### src/rtl/mm_job_scheduler.sv
// Round-robin front end that shares one 2x2 8-bit matrix-multiply engine among
// NUM_REQ requesters, one outstanding job at a time, with an engine-hang timeout.
module mm_job_scheduler #(
    parameter int NUM_REQ        = 4,
    parameter int ID_W           = 2,
    parameter int TIMEOUT_CYCLES = 16
) (
    input  logic                    clk,
    input  logic                    rst,
    input  logic [NUM_REQ-1:0]      req_valid,
    output logic [NUM_REQ-1:0]      req_ready,
    input  logic [NUM_REQ-1:0]      req_accum,
    input  logic [64*NUM_REQ-1:0]   req_opnd,
    output logic [63:0]             mm_opnd,
    output logic                    mm_start,
    output logic                    mm_accumulate,
    input  logic                    mm_done,
    input  logic [63:0]             mm_result,
    input  logic                    mm_overflow,
    output logic                    rsp_valid,
    input  logic                    rsp_ready,
    output logic [ID_W-1:0]         rsp_id,
    output logic [63:0]             rsp_data,
    output logic                    rsp_overflow,
    output logic                    rsp_acc_dropped,
    output logic                    rsp_timeout
);

    localparam int CNT_W = $clog2(TIMEOUT_CYCLES);

    typedef enum logic [1:0] {S_IDLE, S_ISSUE, S_WAIT, S_RESP} state_e;

    state_e            state_q, state_d;
    logic [ID_W-1:0]   ptr_q, ptr_d;
    logic [63:0]       hold_q, hold_d;
    logic [ID_W-1:0]   id_q, id_d;
    logic              eff_acc_q, eff_acc_d;
    logic              acc_drop_q, acc_drop_d;
    logic [ID_W-1:0]   last_id_q, last_id_d;
    logic              last_vld_q, last_vld_d;
    logic [CNT_W-1:0]  cnt_q, cnt_d;
    logic [63:0]       data_q, data_d;
    logic              ovf_q, ovf_d;
    logic              to_q, to_d;

    logic              grant_found;
    logic [ID_W-1:0]   grant_id;
    logic [63:0]       grant_opnd;
    logic              grant_acc;
    logic              acc_hit;

    // Winner search: requesters at or above the pointer first, then wrap to 0.
    always_comb begin
        grant_found = 1'b0;
        grant_id    = '0;
        grant_opnd  = '0;
        grant_acc   = 1'b0;
        for (int i = 0; i < NUM_REQ; i++) begin
            if (!grant_found && req_valid[i] && (ID_W'(i) >= ptr_q)) begin
                grant_found = 1'b1;
                grant_id    = ID_W'(i);
            end
        end
        for (int i = 0; i < NUM_REQ; i++) begin
            if (!grant_found && req_valid[i]) begin
                grant_found = 1'b1;
                grant_id    = ID_W'(i);
            end
        end
        for (int i = 0; i < NUM_REQ; i++) begin
            if (grant_id == ID_W'(i)) begin
                grant_opnd = req_opnd[i*64 +: 64];
                grant_acc  = req_accum[i];
            end
        end
    end

    // Accumulating is only safe when the engine still holds this requester's result.
    assign acc_hit = grant_acc & last_vld_q & (last_id_q == grant_id);

    always_ff @(posedge clk) begin
        // NOTE: sequential state is written with non-blocking assignments only, so
        // every register samples the pre-edge values regardless of statement order.
        if (rst) begin
            state_q    <= S_IDLE;
            ptr_q      <= '0;
            hold_q     <= '0;
            id_q       <= '0;
            eff_acc_q  <= 1'b0;
            acc_drop_q <= 1'b0;
            last_id_q  <= '0;
            last_vld_q <= 1'b0;
            cnt_q      <= '0;
            data_q     <= '0;
            ovf_q      <= 1'b0;
            to_q       <= 1'b0;
        end else begin
            state_q    <= state_d;
            ptr_q      <= ptr_d;
            hold_q     <= hold_d;
            id_q       <= id_d;
            eff_acc_q  <= eff_acc_d;
            acc_drop_q <= acc_drop_d;
            last_id_q  <= last_id_d;
            last_vld_q <= last_vld_d;
            cnt_q      <= cnt_d;
            data_q     <= data_d;
            ovf_q      <= ovf_d;
            to_q       <= to_d;
        end
    end

    always_comb begin
        // NOTE: every _d defaults to its register first, so no path infers a latch.
        state_d    = state_q;
        ptr_d      = ptr_q;
        hold_d     = hold_q;
        id_d       = id_q;
        eff_acc_d  = eff_acc_q;
        acc_drop_d = acc_drop_q;
        last_id_d  = last_id_q;
        last_vld_d = last_vld_q;
        cnt_d      = cnt_q;
        data_d     = data_q;
        ovf_d      = ovf_q;
        to_d       = to_q;
        case (state_q)
            S_IDLE: begin
                if (grant_found) begin
                    hold_d     = grant_opnd;
                    id_d       = grant_id;
                    eff_acc_d  = acc_hit;
                    acc_drop_d = grant_acc & ~acc_hit;
                    ptr_d      = (grant_id == ID_W'(NUM_REQ - 1)) ? '0 : grant_id + 1'b1;
                    state_d    = S_ISSUE;
                end
            end
            S_ISSUE: begin
                cnt_d   = '0;
                state_d = S_WAIT;
            end
            S_WAIT: begin
                if (mm_done) begin
                    data_d     = mm_result;
                    ovf_d      = mm_overflow;
                    to_d       = 1'b0;
                    last_id_d  = id_q;
                    last_vld_d = 1'b1;
                    state_d    = S_RESP;
                end else if (cnt_q == CNT_W'(TIMEOUT_CYCLES - 1)) begin
                    // Engine accumulator contents are unknown after a hang.
                    data_d     = '0;
                    ovf_d      = 1'b0;
                    to_d       = 1'b1;
                    last_vld_d = 1'b0;
                    state_d    = S_RESP;
                end else begin
                    cnt_d = cnt_q + 1'b1;
                end
            end
            S_RESP: begin
                if (rsp_ready) state_d = S_IDLE;
            end
            default: state_d = S_IDLE;
        endcase
    end

    always_comb begin
        for (int i = 0; i < NUM_REQ; i++) begin
            req_ready[i] = (state_q == S_IDLE) && !rst && grant_found && (grant_id == ID_W'(i));
        end
        mm_start        = (state_q == S_ISSUE);
        mm_opnd         = (state_q == S_ISSUE || state_q == S_WAIT) ? hold_q : '0;
        mm_accumulate   = (state_q == S_ISSUE || state_q == S_WAIT) && eff_acc_q;
        rsp_valid       = (state_q == S_RESP);
        rsp_id          = rsp_valid ? id_q : '0;
        rsp_data        = rsp_valid ? data_q : '0;
        rsp_overflow    = rsp_valid && ovf_q;
        rsp_acc_dropped = rsp_valid && acc_drop_q;
        rsp_timeout     = rsp_valid && to_q;
    end

endmodule
### config.mk
export PLATFORM = sky130hd
export DESIGN_NAME = mm_job_scheduler
export DESIGN_NICKNAME = d
export VERILOG_FILES = /design/src/rtl/mm_job_scheduler.sv
export SDC_FILE = /design/constraint.sdc
export NUM_CORES = 1
export LEC_CHECK = 0
export ABC_AREA = 1
export BUFFER_PORTS_ARGS = -buffer_cell sky130_fd_sc_hd__buf_2
export CORE_AREA = 3 3 184 186
export CTS_CLUSTER_SIZE = 24
export DETAILED_ROUTE_END_ITERATION = 16
export DIE_AREA = 0 0 187 189
export GPL_TIMING_DRIVEN = 1
export PLACE_DENSITY_LB_ADDON = 0.2
export SETUP_SLACK_MARGIN = 0.2
export SLEW_MARGIN = 0
export SYNTH_ARGS = -nofsm -noshare
export SYNTH_HDL_FRONTEND = slang
export SYNTH_SLANG_ARGS = --single-unit
export TNS_END_PERCENT = 10
### constraint.sdc
create_clock -name clk -period 2.59 [get_ports clk]
set_input_delay 0.518 -clock clk [delete_from_list [all_inputs] [get_ports clk]]
set_output_delay 0.518 -clock clk [all_outputs]
set_load 0.02 [all_outputs]
==> flow_summary.yaml <==
outcome:
  outcome: "complete, no violations"
setup_path:
  cp-start-kind: "flop"
  rr_endpoint: "hold_q[8]"
  worstRegToRegCells: 17
  cp.required_ns: 2.07
  crit_path_end_kind: "output port"
  worstReg2RegStart: "ptr_q[0]"
  crit_fanout: 3
  r2r_setup_slack_ns: 0.10
  worstSetupPathType: "flop to output port"
  critPathArrivalTime_ns: 2.04
sta:
  clock.fmax_mhz: 391.4
  rsz0062_at_grt: "yes"
  finalMaxSlewViolations: 0
  skew_ns: 0.009455
  min_period_ns: 2.555
  final.setup.tns_ns: 0
  worstMarginPinSlew_ns: 0.8274
  finalHoldViolCount: 0
  maxSlewHeadroom_pct: 44.84
  final.period_utilization_pct: 98.64
  setup_ws_ns: 0.03517
  setup_viol: 0
final_layout:
  stdcell_area_um2: 13040
  layout_commonest_cell: "buf_2"
  nFillCells: 3475
  areaGrowthSynthToFinish_pct: 62.60
  final_cell_mix: "buf_2 (466), nand2_1 (214), inv_1 (145)"
  fin_cells: 2167
  finalNetCount: 2053
  drive_gt1_share_pct: 40.63
route:
  first_iter_violations: 484
  firstDrtPassIters: 5
  via_per_inst: 4.804
  post_drt_wl_per_cell_um: 17.80
  totalWireLength_um: 38560
  antenna_left: 0
  post-route-drc-count: 0
  dr_total_vias: 10410
pwr:
  leakagePower_uw: 0.006840
  vdd_drop_max_uv: 444.8
  powerDensity_nw_per_um2: 1013
  p_total_uw: 13200
clock_tree:
  tritoncts.num_buffers: 17
  numClockSinks: 145
  cts_hold_buf: 0
  clock_path_buffers: 2
  clk_pin_slew_ns: 0.07
  htree_levels: 4
  cts-root-buf: "clkbuf_16"
  cts_tree: "built"
  worstSkewPairLatency_ns: 0.43
die:
  die_area_um2: 35340
  rows: 66
  coreArea_um2: 32450
  start_util_pct: 24.70
  fp.dieW_um: 187
  pin_count: 473
  die_height_um: 189
worst_hold_path:
  holdPathEnd: "data_q[55]"
  min_path_type: "input port to flop"
  min_delay_path_depth: 3
  hold_start: "mm_result[55]"
global_routing:
  grt_max_degree: 136
  antenna_found_initial: 6
  grt_pass1_wl_um: 58730
  grt_usage_pct: 20.94
  overflow: 0
  grt_pass1_vias: 10300
yosys:
  syn_area_um2: 8016
  ys_ff_latch: 145
  synth.distinct_cells: 27
  seq_area_frac_synth_pct: 36.21
  synth_fp_nets: 1570
  synth_warnings: 0
  syn_inst: 1227
  syn_area_per_cell_um2: 6.533
placed_design:
  portBuffers: 472
  dp.cells: 2090
  placed_area_um2: 11090
  dp_hpwl_um: 26490
  place_congestion: 0.8907
  place_ws_ns: -0.3818
run:
  drv_cap: 0
timing repair:
| item | CTS | global route |
|---|---|---|
| cloned | 7 | 0 |
| pin swaps | 57 | 73 |
| setup buffers | 33 | 3 |
| gates resized for setup | 183 | 86 |
| endpoints found under the setup margin | 131 | 134 |
worst max path at each step:
| stage | start | end | slack (ns) | depth (start not counted) |
|---|---|---|---|---|
| 6_report | ptr_q[0] | req_ready[2] | 0.04 | 13 |
| 5_1_grt | ptr_q[0] | acc_drop_q | -0.07 | 20 |
| 4_1_cts | ptr_q[0] | req_ready[2] | -0.02 | 15 |
| 3_5_place_dp | req_valid[0] | hold_q[7] | -0.38 | 15 |
| 3_3_place_gp | req_valid[0] | hold_q[7] | -0.33 | 15 |
| 2_1_floorplan | req_valid[1] | req_ready[1] | 0.18 | 12 |
report_power, final:
group / total (µW) / internal [µW] / switching [µW]
Clock: 2710 / 1650 / 1060
Sequential: 3100 / 2810 / 295
Combinational: 7390 / 3110 / 4280
cell type report:
type,instances,area [µm²],area share (%)
Multi-Input combinational cell,815,4649,35.67
Timing Repair Buffer,573,3681,28.24
Antenna cell,2,5.005,0.03840
Sequential cell,145,2910,22.33
Tap cell,442,553.0,4.243
Clock inverter,11,177.7,1.363
Clock buffer,21,450.4,3.456
Inverter,158,608.1,4.665
flip-flops by register name, summed over array words and instances (netlist names):
signal      count
state_q         2
cnt_q           4
acc_drop_q      1
last_id_q       2
to_q            1
eff_acc_q       1
id_q            2
hold_q         64
data_q         64
last_vld_q      1
ovf_q           1
ptr_q           2
cells in the mapped netlist, drive strengths merged:
master	number	area, µm²
ha	10	125.1
clkbuf	71	266.5
nand3	71	360.3
xor2	2	17.52
nand2	227	862.1
dfxtp	145	2903
o21ai	203	1016
a221oi	64	560.5
nor3	2	10.01
o21bai	1	7.510
nor2	86	325.3
nand3b	1	7.510
a21oi	143	719.4
a22oi	1	7.510
buf	38	205.2
inv	158	595.6
nand4	2	12.51
a21boi	2	15.01
worst max-delay path, stage by stage, from the launching register on:
cell and delay, ns:
dfxtp_4 0.37, nand2_2 0.08, a21oi_4 0.16, nand2_2 0.08, nor2_4 0.10, nand2_2 0.07
nand2_2 0.11, inv_2 0.07, buf_6 0.12, ha_4 0.15, inv_2 0.06, buf_6 0.10
nor2_4 0.03, buf_6 0.12
metal layers:
metal  wire length [µm]  part of all wire [%]  vias up  global-route usage [%]
li1                   -                     -     5053                       -
met1              16330                    42     4920                   26.31
met2              19170                    50      369                   36.29
met3               2188                   5.7       60                   4.333
met4                818                   2.1        8                   6.165
met5                 60                  0.16        -                       0
stage by stage:
step	hold WS, ns	utilization, %
2_1_floorplan	0.4372	-
3_3_place_gp	0.4669	34.18
3_5_place_dp	0.4734	34.18
4_1_cts	0.3111	39.34
5_1_grt	0.3145	40.17
6_report	0.3402	40.17
cells by family (layout without fill, tap and decap cells):
| logic type | count (synthesis) | in the layout | share of synthesized area (%) |
|---|---|---|---|
| AND/OR/NAND/NOR | 389 | 389 | 19.68 |
| AO/OA/AOI/OAI | 414 | 414 | 29.02 |
| other | 0 | 2 | 0 |
| buffers and inverters | 267 | 763 | 13.31 |
| XOR/XNOR | 2 | 2 | 0.2186 |
| adder cells (fa/ha/maj) | 10 | 10 | 1.561 |
| flip-flops | 145 | 145 | 36.21 |
No activity file was read; power rests on OpenSTA's default activity.
